<file path="src/rtl/config_loader_pkg.sv">
// config_loader_pkg: shared FSM states, header commands and default sync word for the frame loader
package config_loader_pkg;
   typedef enum logic [2:0] {IDLE, HEADER, DATA, STROBE, HOLD} state_t;
   localparam logic [3:0] CMD_WRITE = 4'h1;
   localparam logic [3:0] CMD_END = 4'h2;
   localparam logic [31:0] DEFAULT_SYNC_WORD = 32'hFAB0FAB1;
endpackage

</file>
<file path="src/rtl/frame_strobe_decoder.sv">
// frame_strobe_decoder: one-hot decode of a frame address, all zero when disabled or out of range
module frame_strobe_decoder #(
   parameter int NUM_FRAMES = 20
) (
   input logic [7:0] addr,
   input logic en,
   output logic [NUM_FRAMES-1:0] strobe
);
   always_comb begin
      strobe = '0;
      for (int i = 0; i < NUM_FRAMES; i++) strobe[i] = en && addr == 8'(i);
   end
endmodule

</file>
<file path="src/rtl/config_frame_loader.sv">
// config_frame_loader: parses a bitstream word stream and writes frames into level-sensitive config latches
module config_frame_loader
   import config_loader_pkg::*;
#(
   parameter int FRAME_WIDTH = 32,
   parameter int NUM_FRAMES = 20,
   parameter int STROBE_CYCLES = 2,
   parameter logic [31:0] SYNC_WORD = DEFAULT_SYNC_WORD
) (
   input logic CLK,
   input logic RST,
   input logic [31:0] WordIn,
   input logic WordValid,
   output logic WordReady,
   output logic [FRAME_WIDTH-1:0] FrameData,
   output logic [NUM_FRAMES-1:0] FrameStrobe,
   output logic ConfigActive,
   output logic ConfigDone,
   output logic ErrBadAddr
);
   localparam int CW = $clog2(STROBE_CYCLES) + 1;
   state_t state, state_n;
   logic [7:0] addr;
   logic [CW-1:0] cnt, cnt_n;
   logic [NUM_FRAMES-1:0] strobe_n;
   logic xfer, is_sync, in_range, hdr_write, hdr_end;
   assign WordReady = state inside {IDLE, HEADER, DATA};
   assign xfer = WordValid & WordReady;
   assign is_sync = WordIn == SYNC_WORD;
   assign in_range = int'(addr) < NUM_FRAMES;
   assign hdr_write = state == HEADER && xfer && !is_sync && WordIn[31:28] == CMD_WRITE;
   assign hdr_end = state == HEADER && xfer && !is_sync && WordIn[31:28] == CMD_END;
   always_comb begin
      state_n = state;
      cnt_n = cnt;
      case (state)
         IDLE: state_n = xfer && is_sync ? HEADER : IDLE;
         HEADER: state_n = hdr_write ? DATA : hdr_end ? IDLE : HEADER;
         DATA: begin
            state_n = !xfer ? DATA : in_range ? STROBE : HEADER;
            cnt_n = '0;
         end
         STROBE: begin
            cnt_n = cnt + 1'b1;
            state_n = cnt == CW'(STROBE_CYCLES - 1) ? HOLD : STROBE;
         end
         HOLD: state_n = HEADER;
         default: state_n = IDLE;
      endcase
   end
   // Strobe is registered from the next state so the latch enables come straight off flops
   frame_strobe_decoder #(.NUM_FRAMES(NUM_FRAMES)) u_dec (
      .addr(addr),
      .en(state_n == STROBE),
      .strobe(strobe_n)
   );
   always_ff @(posedge CLK) begin
      if (RST) begin
         state <= IDLE;
         cnt <= '0;
         addr <= '0;
         FrameData <= '0;
         FrameStrobe <= '0;
         ConfigActive <= 1'b0;
         ConfigDone <= 1'b0;
         ErrBadAddr <= 1'b0;
      end else begin
         state <= state_n;
         cnt <= cnt_n;
         FrameStrobe <= strobe_n;
         if (hdr_write) addr <= WordIn[7:0];
         if (state == DATA && xfer) FrameData <= WordIn[FRAME_WIDTH-1:0];
         if (state == IDLE && xfer && is_sync) begin
            ConfigActive <= 1'b1;
            ConfigDone <= 1'b0;
            ErrBadAddr <= 1'b0;
         end
         if (hdr_end) begin
            ConfigActive <= 1'b0;
            ConfigDone <= 1'b1;
         end
         if (state == DATA && xfer && !in_range) ErrBadAddr <= 1'b1;
      end
   end
endmodule
</file>
<file path="config.mk">
export PLATFORM = sky130hd
export DESIGN_NAME = config_frame_loader
export DESIGN_NICKNAME = d
export VERILOG_FILES = /design/src/rtl/config_loader_pkg.sv /design/src/rtl/frame_strobe_decoder.sv /design/src/rtl/config_frame_loader.sv
export SDC_FILE = /design/constraint.sdc
export NUM_CORES = 1
export LEC_CHECK = 0
export ABC_AREA = 1
export CORE_MARGIN = 5
export CORE_UTILIZATION = 48
export CTS_CLUSTER_SIZE = 40
export DETAILED_ROUTE_END_ITERATION = 6
export PLACE_DENSITY_LB_ADDON = 0.25
export SYNTH_ARGS = -nofsm -noshare
export SYNTH_HDL_FRONTEND = slang
export SYNTH_SLANG_ARGS = --single-unit
</file>
<file path="constraint.sdc">
create_clock -name CLK -period 3.7 [get_ports CLK]
set_input_delay 0.555 -clock CLK [delete_from_list [all_inputs] [get_ports CLK]]
set_output_delay 0.555 -clock CLK [all_outputs]
set_load 0.1 [all_outputs]
</file>
==> Yosys cells after proc, flatten, opt, wreduce, memory -nomap -nowiden <==
Cells that the tools add are included.
W data, S select, Z words.
{ "totals": {"elab_cells": 88, "register_bits": 68, "out_inout_bits": 56, "input_bits": 35} }
{ "classes": {"muxes": 11, "bitwise": 1, "add_sub_neg": 1, "n_reduce_logical": 38, "magnitude_cmp": 1, "eq_ne": 28} }
{ "ops": {"columns": ["cell", "count"], "rows": [
  ["$eq A8 B4 Y1 const B", 8],
  ["$eq A32 B32 Y1 const B", 1],
  ["$eq A8 B3 Y1 const B", 4],
  ["$eq A8 B5 Y1 const B", 4],
  ["$logic_and A1 B1 Y1", 29],
  ["$eq A8 B2 Y1 const B", 2],
  ["$pmux W3 S5", 1],
  ["$eq A3 B2 Y1 const B", 3],
  ["$eq A8 B1 Y1 const B", 1],
  ["$logic_not A8 Y1", 1],
  ["$lt A8 B5 Y1 const B", 1],
  ["$mux W2", 3],
  ["$reduce_bool A2 Y1", 3],
  ["$mux W1", 5],
  ["$eq A4 B1 Y1 const B", 1],
  ["$eq A4 B2 Y1 const B", 1],
  ["$pmux W2 S2", 1],
  ["$eq A3 B1 Y1 const B", 1],
  ["$eq A3 B3 Y1 const B", 1],
  ["$logic_not A3 Y1", 1],
  ["$mux W3", 1],
  ["$reduce_bool A3 Y1", 1],
  ["$add A2 B1 Y2 const B", 1],
  ["$eq A2 B1 Y1 const B", 1],
  ["3 further kinds", 4]
]} }

==> Logic depth before layout (Yosys ltp) <==
Gate-level depths: netlist of the first run.
{ "logic_depth": {"ltp_word": 11, "ltp_mapped": 11, "mapped_depth_nobuf": 11} }

==> Modules after synthesis <==
Synthesis of the first run repeated with hierarchy kept, for this count alone.
{ "unflattened": {"cells_unflattened": 386, "area_unflattened_um2": 2980.4} }
{ "modules_own_cells": {"columns": ["mod", "n_inst", "area_per_inst_um2", "cells_per_inst"], "rows": [
  ["config_frame_loader", 1, 2722.6, 341],
  ["frame_strobe_decoder", 1, 257.7, 45]
]} }

==> Least setup slack after synthesis of the first run <==
Ideal clock, no wire load.
{ "synth_timing": {"kind": "reg-to-reg", "startpoint": "reg state[0]", "endpoint": "reg FrameStrobe[18]", "required_time_ns": 3.588, "period_less_slack_ns": 2.550, "setup_slack_ns": 1.150, "setup_ns": 0.112, "stages_incl_launch_ff": 9, "t_arrival_ns": 2.438, "path_cell_list": "dfxtp_1 > nand2_1 > inv_1 > nor2_1 > a31oi_1 > nor2_1 > nand2_4 > nand2_2 > nor2_1"} }
{ "synth_via": {"elab_chain_cells": 11} }
{ "synth_rtl": {"columns": ["item", "line", "source"], "rows": [
  ["start, declared", "config_frame_loader.sv:22", "state_t state, state_n;"],
  ["start signal, assigned", "config_frame_loader.sv:68", "state <= state_n;"],
  ["$eq A3 B1 Y1 (tied with other cells)", "config_frame_loader.sv:27", "assign WordReady = state inside {IDLE, HEADER, DATA};"],
  ["$reduce_bool A3 Y1 (*)", "config_frame_loader.sv:27", null],
  ["named net WordReady", "config_frame_loader.sv:14", "output logic WordReady,"],
  ["$and A1 B1 Y1 (*)", "config_frame_loader.sv:28", "assign xfer = WordValid & WordReady;"],
  ["$logic_and A1 B1 Y1 (2 in a row)", "config_frame_loader.sv:31, config_frame_loader.sv:32", null],
  ["$logic_and A1 B1 Y1", "config_frame_loader.sv:32", "assign hdr_end = state == HEADER && xfer && !is_sync && WordIn[31:28] == CMD_END;"],
  ["$mux W1", "config_frame_loader.sv:38", "HEADER: state_n = hdr_write ? DATA : hdr_end ? IDLE : HEADER;"],
  ["$mux W2", "config_frame_loader.sv:38", null],
  ["$pmux W3 S5 (*)", "config_frame_loader.sv:36", "case (state)"],
  ["$eq A3 B2 Y1 (*)", "config_frame_loader.sv:54", ".en(state_n == STROBE),"],
  ["$logic_and A1 B1 Y1 (*)", "frame_strobe_decoder.sv:11", "for (int i = 0; i < NUM_FRAMES; i++) strobe[i] = en && addr == 8'(i);"],
  ["end signal, assigned", "config_frame_loader.sv:70", "FrameStrobe <= strobe_n;"],
  ["end, declared", "config_frame_loader.sv:16", "output logic [NUM_FRAMES-1:0] FrameStrobe,"]
]} }
Mark *: on every way through the listed nets, which the timed path passes. The rest lies on a longest branch.
A chain may end at the register's enable or synchronous reset.

==> Final worst setup path of the first run <==
{ "layout_timing": {"startpoint": "reg state[0]", "endpoint": "out WordReady"} }
{ "layout_via": {"elab_chain_cells": 2} }
{ "layout_rtl": {"columns": ["item", "line"], "rows": [
  ["$eq A3 B1 Y1 (tied with other cells)", "config_frame_loader.sv:27"],
  ["$reduce_bool A3 Y1 (*)", "config_frame_loader.sv:27"],
  ["end, declared", "config_frame_loader.sv:14"]
]} }
Mark *: on every way between the ends. The rest lies on a longest branch, timed or not.

==> impl_metrics.yaml, run 1 <==
status:
  run_status: "finished clean"
place:
  place.detailed.instances: 488
  io_port_bufs: 90
  dp_slack_ps: 1170
  place.detailed.hpwl_microns: 4780
  place_area_sq_um: 3600
  gpl.final_weighted_congestion: 0.821
layout:
  n_fill_cell: 432
  antennaDiodeCount: 0
  layout.area.seq_sq_um: 1360
  nNetsFinal: 463
  final_core_util: 0.699
  layout_commonest_cell: "sky130_fd_sc_hd__clkdlybuf4s50_1"
  multiInputGateArea_sq_um: 1110
  drive_gt1_frac: 0.0787
  design_area_sq_um: 3800
  finalNonFillerCells: 504
  mostFrequentLayoutCells: "sky130_fd_sc_hd__clkdlybuf4s50_1, sky130_fd_sc_hd__nor2_1, sky130_fd_sc_hd__dfxtp_1"
  area.growth.synth_to_final_pct: 43.6
setup_path:
  timing.critical_path.slowest_stage_cell: "sky130_fd_sc_hd__clkdlybuf4s50_1"
  crit_path_start_kind: "register"
  cp-end-kind: "primary output"
  timing.reg2reg.setup_slack_ps: 1760
  critPathKind: "reg -> out"
  setup.worst_path.start: "state[0]"
  critical_path.cell_chain: "nand2_1 -> inv_1 -> nor2_1 -> clkdlybuf4s50_1"
  worst_ep_arrival_time_ps: 2080
  worst_flop_to_flop_path_endpoint: "FrameData[12]"
  r2r.worst_path.cells: 8
  timing.critical_path.required_ps: 3140
  timing.critical_path.max_delay_family: "buffers and inverters"
  critical_path_peak_fanout: 5
  critical_path_buf_inv_count: 2
  cp_slowest_stage_delay_ps: 1150
  reg2reg_from: "state[1]"
synthesis:
  synth_cells: 337
  syn_avg_cell_area_sq_um: 7.86
  synthesized_area_fraction_occupied_by_adder_cells: 0.00473
  synth-seq-cells: 68
  synth_compound_gate_area_share: 0.146
  mappedNetlistNets: 373
  post_synthesis_instance_area_sq_um: 2650
  synthesis.yosys.warnings: 0
  post_synthesis_xor_xnor_area_fraction: 0
  post_synth_mux_area_share: 0
  ys_seq_area_frac: 0.514
  unique_cell_type_count_in_the_yosys_netlist: 31
  yosys.area_share.simple: 0.268
  main_combinational_cell_family_by_area_after_synthesis: "simple AND/OR/NAND/NOR gates"
floorplanning:
  ioPinCount: 91
  std_cell_rows: 27
  floorplan.die.height_microns: 84.3
  design.die.area_sq_um: 7100
  dieWidth_microns: 84.3
  coreArea_sq_um: 5440
  initial_utilization: 0.487
timing:
  highest_clock_frequency_the_design_can_meet_mhz: 379
  final_cycle_utilization_of_the_critical_path: 0.713
  setup-tns-final_ps: 0
  drv_slew: 0
  finalWorstSetupSlack_ps: 1060
  hold_viol_final: 0
  worst_slew_margin_relative_to_its_limit: 0.309
  min_period_ps: 2640
  rsz0062_at_grt: "no"
  timing_worst_slew_pin_value_ps: 1040
  final.hold.worst_slack_ps: 469
  fin_worst_skew_ps: 8.24
  setup_violations: 0
min_path:
  holdCritPathClass: "reg -> reg"
  holdPathEnd: "addr[6]"
  hold_crit_depth: 2
  worst_hold_startpoint: "addr[6]"
routing:
  detail-route-antenna-nets: 0
  dr_total_vias: 2431
  route.detailed.wl_per_inst_microns: 12.8
  route.final.wire_length_microns: 6440
  dr.pass1.iters: 4
  drt_iter0_drc: 220
  post-route-drc-count: 0
  viasPerCell: 4.82
clock_tree:
  ctsLongestPathBuffers: 2
  cts.repair_timing.setup_buffer_count: 0
  cts_repair_resize_count: 0
  cts_made_buffers: 9
  cts_root_buffer: "sky130_fd_sc_hd__clkbuf_8"
  post_cts_hold_buffer_count: 0
  cts.sink_count: 68
  cts-htree-levels: 3
  cts_tree: "yes"
  clock_slew_at_the_register_clock_pins_of_the_worst_setup_and_hold_paths_ps: 80
  worst_skew_pair.late_latency_ps: 340
global_routing:
  track_usage: 0.184
  groute.layer.met1.usage: 0.218
  first_global_vias: 2286
  grt_max_degree: 53
  grt_first_pass_wirelength_microns: 10500
  met3_global_route_usage: 0.0648
  antenna_violations_before_repair: 0
  gr-usage-met2: 0.296
  gr-total-overflow: 0
  grt.busiest_layer: "met2"
run:
  timing.max_cap.violations: 0
power_and_ir_drop:
  vdd_drop_max_uv: 269
  design_power_total_mw: 1.43
  power_density_nw_per_um2: 376
  power.leakage_nw: 1.50
==> flip-flops by register name (all words and copies together), names as in the netlist <==
register      cells
FrameStrobe      20
state             3
ErrBadAddr        1
ConfigActive      1
cnt               2
FrameData        32
addr              8
ConfigDone        1
==> area by class of cell <==
type                            count  area share
Tap cell                           72      0.0237
Sequential cell                    68       0.358
Multi-Input combinational cell    223       0.292
Clock inverter                      7      0.0214
Inverter                           34      0.0336
Timing Repair Buffer               91       0.239
Clock buffer                        9      0.0326
==> worst min-delay path: stages (launching register included) <==
cell and delay (ps):
sky130_fd_sc_hd__dfxtp_1 310, sky130_fd_sc_hd__nand2_1 60, sky130_fd_sc_hd__a21oi_1 50
==> cell usage after synthesis, drive strengths merged <==
cell / instances / area (sq um)
nor2: 74 / 298
dfxtp: 68 / 1360
nand2: 49 / 209
o21ai: 38 / 190
inv: 34 / 128
a21oi: 29 / 145
nand3: 10 / 105
clkbuf: 8 / 31.3
nor3: 6 / 35.0
nor4: 5 / 31.3
buf: 4 / 18.8
nand4: 4 / 25.0
a211oi: 1 / 7.51
a21boi: 1 / 11.3
a22oi: 1 / 7.51
a31oi: 1 / 6.26
and2: 1 / 6.26
ha: 1 / 12.5
o211ai: 1 / 12.5
o22ai: 1 / 6.26
==> how the worst max path moves through the flow <==
stage                 endpoint  cells after the start
6_report             WordReady                      4
4_1_cts              WordReady                      4
3_5_place_dp     FrameData[16]                      4
3_3_place_gp           addr[2]                      4
5_1_grt              WordReady                      4
2_1_floorplan  FrameStrobe[18]                      8
==> routing by layer <==
metal | vias to the layer above | wire [microns]
met5 | - | 0
met4 | 0 | 84
met3 | 9 | 611
met2 | 96 | 3140
met1 | 1059 | 2600
li1 | 1267 | -
==> kinds of logic after synthesis <==
group	count (synthesis)
compound gates	73
fa+ha+maj	1
buf+inv	46
flops	68
simple gates	149
==> where the power goes <==
group / internal [mW] / leakage [nW] / total (mW) / switching [mW]
logic: 0.0380 / 0.853 / 0.0697 / 0.0317
registers: 0.731 / 0.547 / 0.731 / 0.0000000000112
clock network: 0.322 / 0.101 / 0.629 / 0.307
No activity file was read; power rests on OpenSTA's default activity.
==> inputs of run 2 (changes only) <==
--- a/config.mk
+++ b/config.mk
@@ -7,7 +7,7 @@
 export LEC_CHECK = 0
 export ABC_AREA = 1
 export CORE_MARGIN = 5
-export CORE_UTILIZATION = 48
+export CORE_UTILIZATION = 40
 export CTS_CLUSTER_SIZE = 40
 export DETAILED_ROUTE_END_ITERATION = 6
 export PLACE_DENSITY_LB_ADDON = 0.25
==> constraint.sdc (replaced) <==
create_clock -name CLK -period 2.4 [get_ports CLK]
set_input_delay 0.36 -clock CLK [delete_from_list [all_inputs] [get_ports CLK]]
set_output_delay 0.36 -clock CLK [all_outputs]
set_load 0.1 [all_outputs]
==> run 2 against run 1 <==
Die area increased by 18%. Utilization decreased by 11 points. Register-to-register slack got worse by 1000 ps. Critical path depth increased by 7. Critical path type is now in -> reg. Largest power group is now clock.
==> impl_metrics.yaml, run 2 (synthesized netlist as in run 1, its figures left out) <==
routing:
  viasPerCell: 4.82
  post-route-drc-count: 0
  drt_iter0_drc: 51
  dr.pass1.iters: 4
  route.detailed.wl_per_inst_microns: 13.1
  detail-route-antenna-nets: 0
  dr_total_vias: 2473
  route.final.wire_length_microns: 6710
clock_tree:
  cts.sink_count: 68
  cts_made_buffers: 9
  cts_tree: "yes"
  cts_root_buffer: "sky130_fd_sc_hd__clkbuf_8"
  post_cts_hold_buffer_count: 0
  cts.repair_timing.setup_buffer_count: 0
  cts-htree-levels: 3
  worst_skew_pair.late_latency_ps: 330
  clock_slew_at_the_register_clock_pins_of_the_worst_setup_and_hold_paths_ps: 70
  cts_repair_resize_count: 0
  ctsLongestPathBuffers: 2
power_and_ir_drop:
  power.share.combinational: 0.047
  p_sw_frac: 0.200
  p_sw_mw: 0.476
  cell_internal_pwr_mw: 1.91
  power_density_nw_per_um2: 637
  power.leakage_nw: 1.66
  seq_power_share: 0.473
  share_clk_of_total_power: 0.480
  vdd_drop_max_uv: 487
  design_power_total_mw: 2.38
setup_path:
  timing.critical_path.required_ps: 2660
  r2r.worst_path.cells: 7
  critPathKind: "in -> reg"
  cp-end-kind: "register"
  critical_path_peak_fanout: 5
  crit_path_start_kind: "input port"
  worst_ep_arrival_time_ps: 2070
timing:
  drv_slew: 0
  min_period_ps: 1810
  timing_worst_slew_pin_value_ps: 498
  rsz0062_at_grt: "no"
  final.hold.worst_slack_ps: 468
  hold_viol_final: 0
  setup_violations: 0
  setup-tns-final_ps: 0
  fin_worst_skew_ps: 6.57
  highest_clock_frequency_the_design_can_meet_mhz: 553
  final_cycle_utilization_of_the_critical_path: 0.754
  worst_slew_margin_relative_to_its_limit: 0.665
floorplanning:
  std_cell_rows: 29
  ioPinCount: 91
  coreArea_sq_um: 6390
  design.die.area_sq_um: 8350
  initial_utilization: 0.415
  dieWidth_microns: 91.4
  floorplan.die.height_microns: 91.4
layout:
  design_area_sq_um: 3740
  nNetsFinal: 467
  layout.area.seq_sq_um: 1360
  antennaDiodeCount: 0
  layout_top_registers: "FrameData: 32 flops, FrameStrobe: 20 flops, addr: 8 flops"
  area.growth.synth_to_final_pct: 41.4
  multiInputGateArea_sq_um: 1110
  number_of_flip_flops_in_the_largest_register: 32
  mostFrequentLayoutCells: "sky130_fd_sc_hd__nor2_1, sky130_fd_sc_hd__dfxtp_1, sky130_fd_sc_hd__buf_4"
  layout_commonest_cell: "sky130_fd_sc_hd__nor2_1"
  drive_gt1_frac: 0.218
  n_fill_cell: 617
  regMostFlops: "FrameData"
run:
  timing.max_cap.violations: 0
min_path:
  hold_crit_depth: 2
  holdCritPathClass: "reg -> reg"
place:
  io_port_bufs: 90
  place.detailed.hpwl_microns: 5180
  gpl.final_weighted_congestion: 0.791
  place_area_sq_um: 3490
global_routing:
  grt_first_pass_wirelength_microns: 11200
  first_global_vias: 2476
  gr-total-overflow: 0
  track_usage: 0.166
  grt_max_degree: 29
  antenna_violations_before_repair: 0
status:
  run_status: "finished clean"
==> run 2: cell types whose count changed in the layout (fill, tap and decap cells not counted), sizes merged <==
cell / change
buf: +60
clkdlybuf4s50: -56
inv: -4
bufinv: +2
clkbuf: +1
clkinv: +1
==> run 2: final cells by class <==
class                   instances  area share
inverters                      34      0.0341
multi-input cells             223       0.297
repair buffers                 95       0.213
flip-flops and latches         68       0.364
clock buffers                  10      0.0368
well taps                      77      0.0257
clock inverters                 6      0.0297
==> run 2: worst max-delay path, cell delays in order <==
cell and delay, ps:
sky130_fd_sc_hd__clkdlybuf4s50_1 530, sky130_fd_sc_hd__nand2_1 70, sky130_fd_sc_hd__nor2_1 170, sky130_fd_sc_hd__nand2_1 70
sky130_fd_sc_hd__nor2_1 190, sky130_fd_sc_hd__nand2_1 100, sky130_fd_sc_hd__o211ai_2 80, sky130_fd_sc_hd__nand2_1 130
sky130_fd_sc_hd__nand2_4 160, sky130_fd_sc_hd__nand3_4 100, sky130_fd_sc_hd__nor2_1 120
==> run 2: final timing paths <==
path                                start             end  slack (ps)
worst max-delay path            WordIn[4]  FrameStrobe[8]         590
worst max register to register   state[2]  FrameStrobe[8]         760
worst min register to register    addr[5]         addr[5]         470
worst min-delay path              addr[5]         addr[5]         470
==> run 2: power by group through the flow <==
stage | logic (mW) | registers, mW | clock network, mW
final | 0.112 | 1.13 | 1.14
after global routing | 0.122 | 1.13 | 1.23
after CTS | 0.113 | 1.13 | 1.17
after detailed placement | 0.112 | 1.15 | 0
after global placement | 0.112 | 1.15 | 0
after floorplan | 0.0353 | 1.15 | 0
==> run 2: layer usage <==
layer | part of all wire | routed length (microns) | track usage
met5 | 0 | 0 | 0
met4 | 0.014 | 97 | 0.0697
met3 | 0.077 | 517 | 0.0636
met2 | 0.49 | 3320 | 0.282
met1 | 0.41 | 2770 | 0.183
==> run 2: stage by stage <==
stage               instances   util  setup slack (ps)
CTS                       513  0.586               596
global placement          497  0.547               304
detailed placement        497  0.547               257
finish                    513  0.586               590
floorplan                 337      -               382
global route              513  0.586               401
==> inputs of run 3 (changes only) <==
==> constraint.sdc (replaced) <==
create_clock -name CLK -period 1.6 [get_ports CLK]
set_input_delay 0.24 -clock CLK [delete_from_list [all_inputs] [get_ports CLK]]
set_output_delay 0.24 -clock CLK [all_outputs]
set_load 0.1 [all_outputs]
==> run 3 against run 2 <==
Critical path depth up 2. Clock power rose by 6%. Utilization rose by 19 points. Critical endpoint is now FrameStrobe[14].
==> impl_metrics.yaml, run 3 (synthesized netlist as in run 1, its figures left out) <==
setup_path:
  timing.critical_path.slowest_stage_cell: "sky130_fd_sc_hd__clkdlybuf4s50_1"
  critical_path_buf_inv_count: 4
  timing.critical_path.required_ps: 1890
  cp-end-kind: "register"
  worst_ep_arrival_time_ps: 1820
  timing.reg2reg.setup_slack_ps: 110
  critical_path_peak_fanout: 5
  cp_slowest_stage_delay_ps: 410
  critical_path.cell_chain: "clkdlybuf4s50_1 -> inv_2 -> nand2_2 -> nor2_2 -> buf_4 -> nand2_1 -> nor2_1 -> nand3_1 -> nand2_1 -> inv_2 -> nand2_4 -> nand3_4 -> nor2_2"
  critPathKind: "in -> reg"
  crit_path_start_kind: "input port"
  timing.critical_path.max_delay_family: "simple AND/OR/NAND/NOR gates"
global_routing:
  grt_max_degree: 44
  first_global_vias: 2752
  track_usage: 0.186
  gr-total-overflow: 0
  antenna_violations_before_repair: 0
  grt_first_pass_wirelength_microns: 12600
timing:
  setup_violations: 0
  hold_viol_final: 0
  finalWorstSetupSlack_ps: 62.0
  worst_slew_margin_relative_to_its_limit: 0.779
  fin_worst_skew_ps: 4.33
  final.hold.worst_slack_ps: 187
  highest_clock_frequency_the_design_can_meet_mhz: 650
  drv_slew: 0
  final_cycle_utilization_of_the_critical_path: 0.961
  min_period_ps: 1540
  timing_worst_slew_pin_value_ps: 328
layout:
  number_of_flip_flops_in_the_largest_register: 32
  layout_commonest_cell: "sky130_fd_sc_hd__dfxtp_1"
  regMostFlops: "FrameData"
  mostFrequentLayoutCells: "sky130_fd_sc_hd__dfxtp_1, sky130_fd_sc_hd__buf_12, sky130_fd_sc_hd__nor2_1"
  antennaDiodeCount: 0
  drive_gt1_frac: 0.390
  nNetsFinal: 510
  layout_top_registers: "FrameData: 32 flops, FrameStrobe: 20 flops, addr: 8 flops"
  area.growth.synth_to_final_pct: 86.2
  n_fill_cell: 410
  design_area_sq_um: 4930
  final_core_util: 0.772
floorplanning:
  floorplan.die.height_microns: 91.4
  coreArea_sq_um: 6390
  design.die.area_sq_um: 8350
  initial_utilization: 0.415
  ioPinCount: 91
  std_cell_rows: 29
  dieWidth_microns: 91.4
routing:
  route.final.wire_length_microns: 7970
  route.detailed.wl_per_inst_microns: 14.3
  detail-route-antenna-nets: 0
  drt_iter0_drc: 182
  viasPerCell: 4.92
  dr.pass1.iters: 4
  post-route-drc-count: 0
  dr_total_vias: 2738
place:
  place_area_sq_um: 4530
  io_port_bufs: 90
  dp_slack_ps: -421
  gpl.final_weighted_congestion: 0.829
  place.detailed.hpwl_microns: 5870
clock_tree:
  cts.sink_count: 68
  ctsLongestPathBuffers: 2
  cts-htree-levels: 3
  worst_skew_pair.late_latency_ps: 340
  cts_root_buffer: "sky130_fd_sc_hd__clkbuf_8"
  cts_made_buffers: 9
  clock_slew_at_the_register_clock_pins_of_the_worst_setup_and_hold_paths_ps: 70
  cts_tree: "yes"
power_and_ir_drop:
  power.leakage_nw: 2.17
  power_density_nw_per_um2: 636
  vdd_drop_max_uv: 557
  design_power_total_mw: 3.14
min_path:
  holdCritPathClass: "in -> reg"
status:
  run_status: "finished clean"
run:
  timing.max_cap.violations: 0
run 3: changes by cell type in the layout (fill, tap and decap cells not counted), sizes merged:
cell and delta:
dlymetal6s2s +19, buf +42, inv -1, clkbuf -1, clkinvlp +3, bufinv -3, clkdlybuf4s50 -19, clkinv +3
run 3: final timing paths:
path,startpoint,to,cells after the start
min,WordIn[23],FrameData[23],3
max,WordIn[10],FrameStrobe[14],13
min reg2reg,addr[5],addr[5],2
max reg2reg,state[0],FrameStrobe[14],8
run 3: report_power, final:
| part | total (mW) | internal [mW] | switching [mW] |
|---|---|---|---|
| clock network | 1.21 | 0.552 | 0.657 |
| logic | 0.236 | 0.131 | 0.105 |
| registers | 1.69 | 1.69 | 0.0000000000359 |
| total | 3.14 | 2.37 | 0.762 |
run 3: final cells by class:
class	count	area, sq um	area share
Clock buffer	9	124	0.0251
Clock inverter	7	43.8	0.00888
Inverter	34	131	0.0266
Multi-Input combinational cell	223	1260	0.256
Sequential cell	68	1370	0.277
Tap cell	77	96.3	0.0195
Timing Repair Buffer	137	1900	0.386
Timing Repair inverter	1	7.51	0.00152
run 3: through the flow:
stage / instances / setup TNS, ps
6_report: 556 / 0
5_1_grt: 556 / -78.3
4_1_cts: 552 / -3.63
3_5_place_dp: 536 / -13550
3_3_place_gp: 536 / -11820
2_1_floorplan: 337 / -1220
run 3: per-layer routing:
layer,share of wire,global-route usage,vias to the layer above
li1,-,-,1363
met1,0.37,0.188,1265
met2,0.53,0.329,91
met3,0.085,0.0884,19
met4,0.023,0.0709,0
met5,0,0,-
run 3: what timing repair did:
item / 4_1_cts / 5_1_grt
setup endpoints to repair: 15 / 55
hold buffers: 0 / 0
buffers inserted: 0 / 3
gates cloned: 0 / 1
gates resized for setup: 3 / 74
pin swaps: 0 / 25
run 3: worst reg2reg max path: cells and delay by family (launching register included):
family | cells | cell delay, ps
buffers and inverters | 2 | 220
flip-flops | 1 | 350
AND/OR/NAND/NOR | 6 | 870
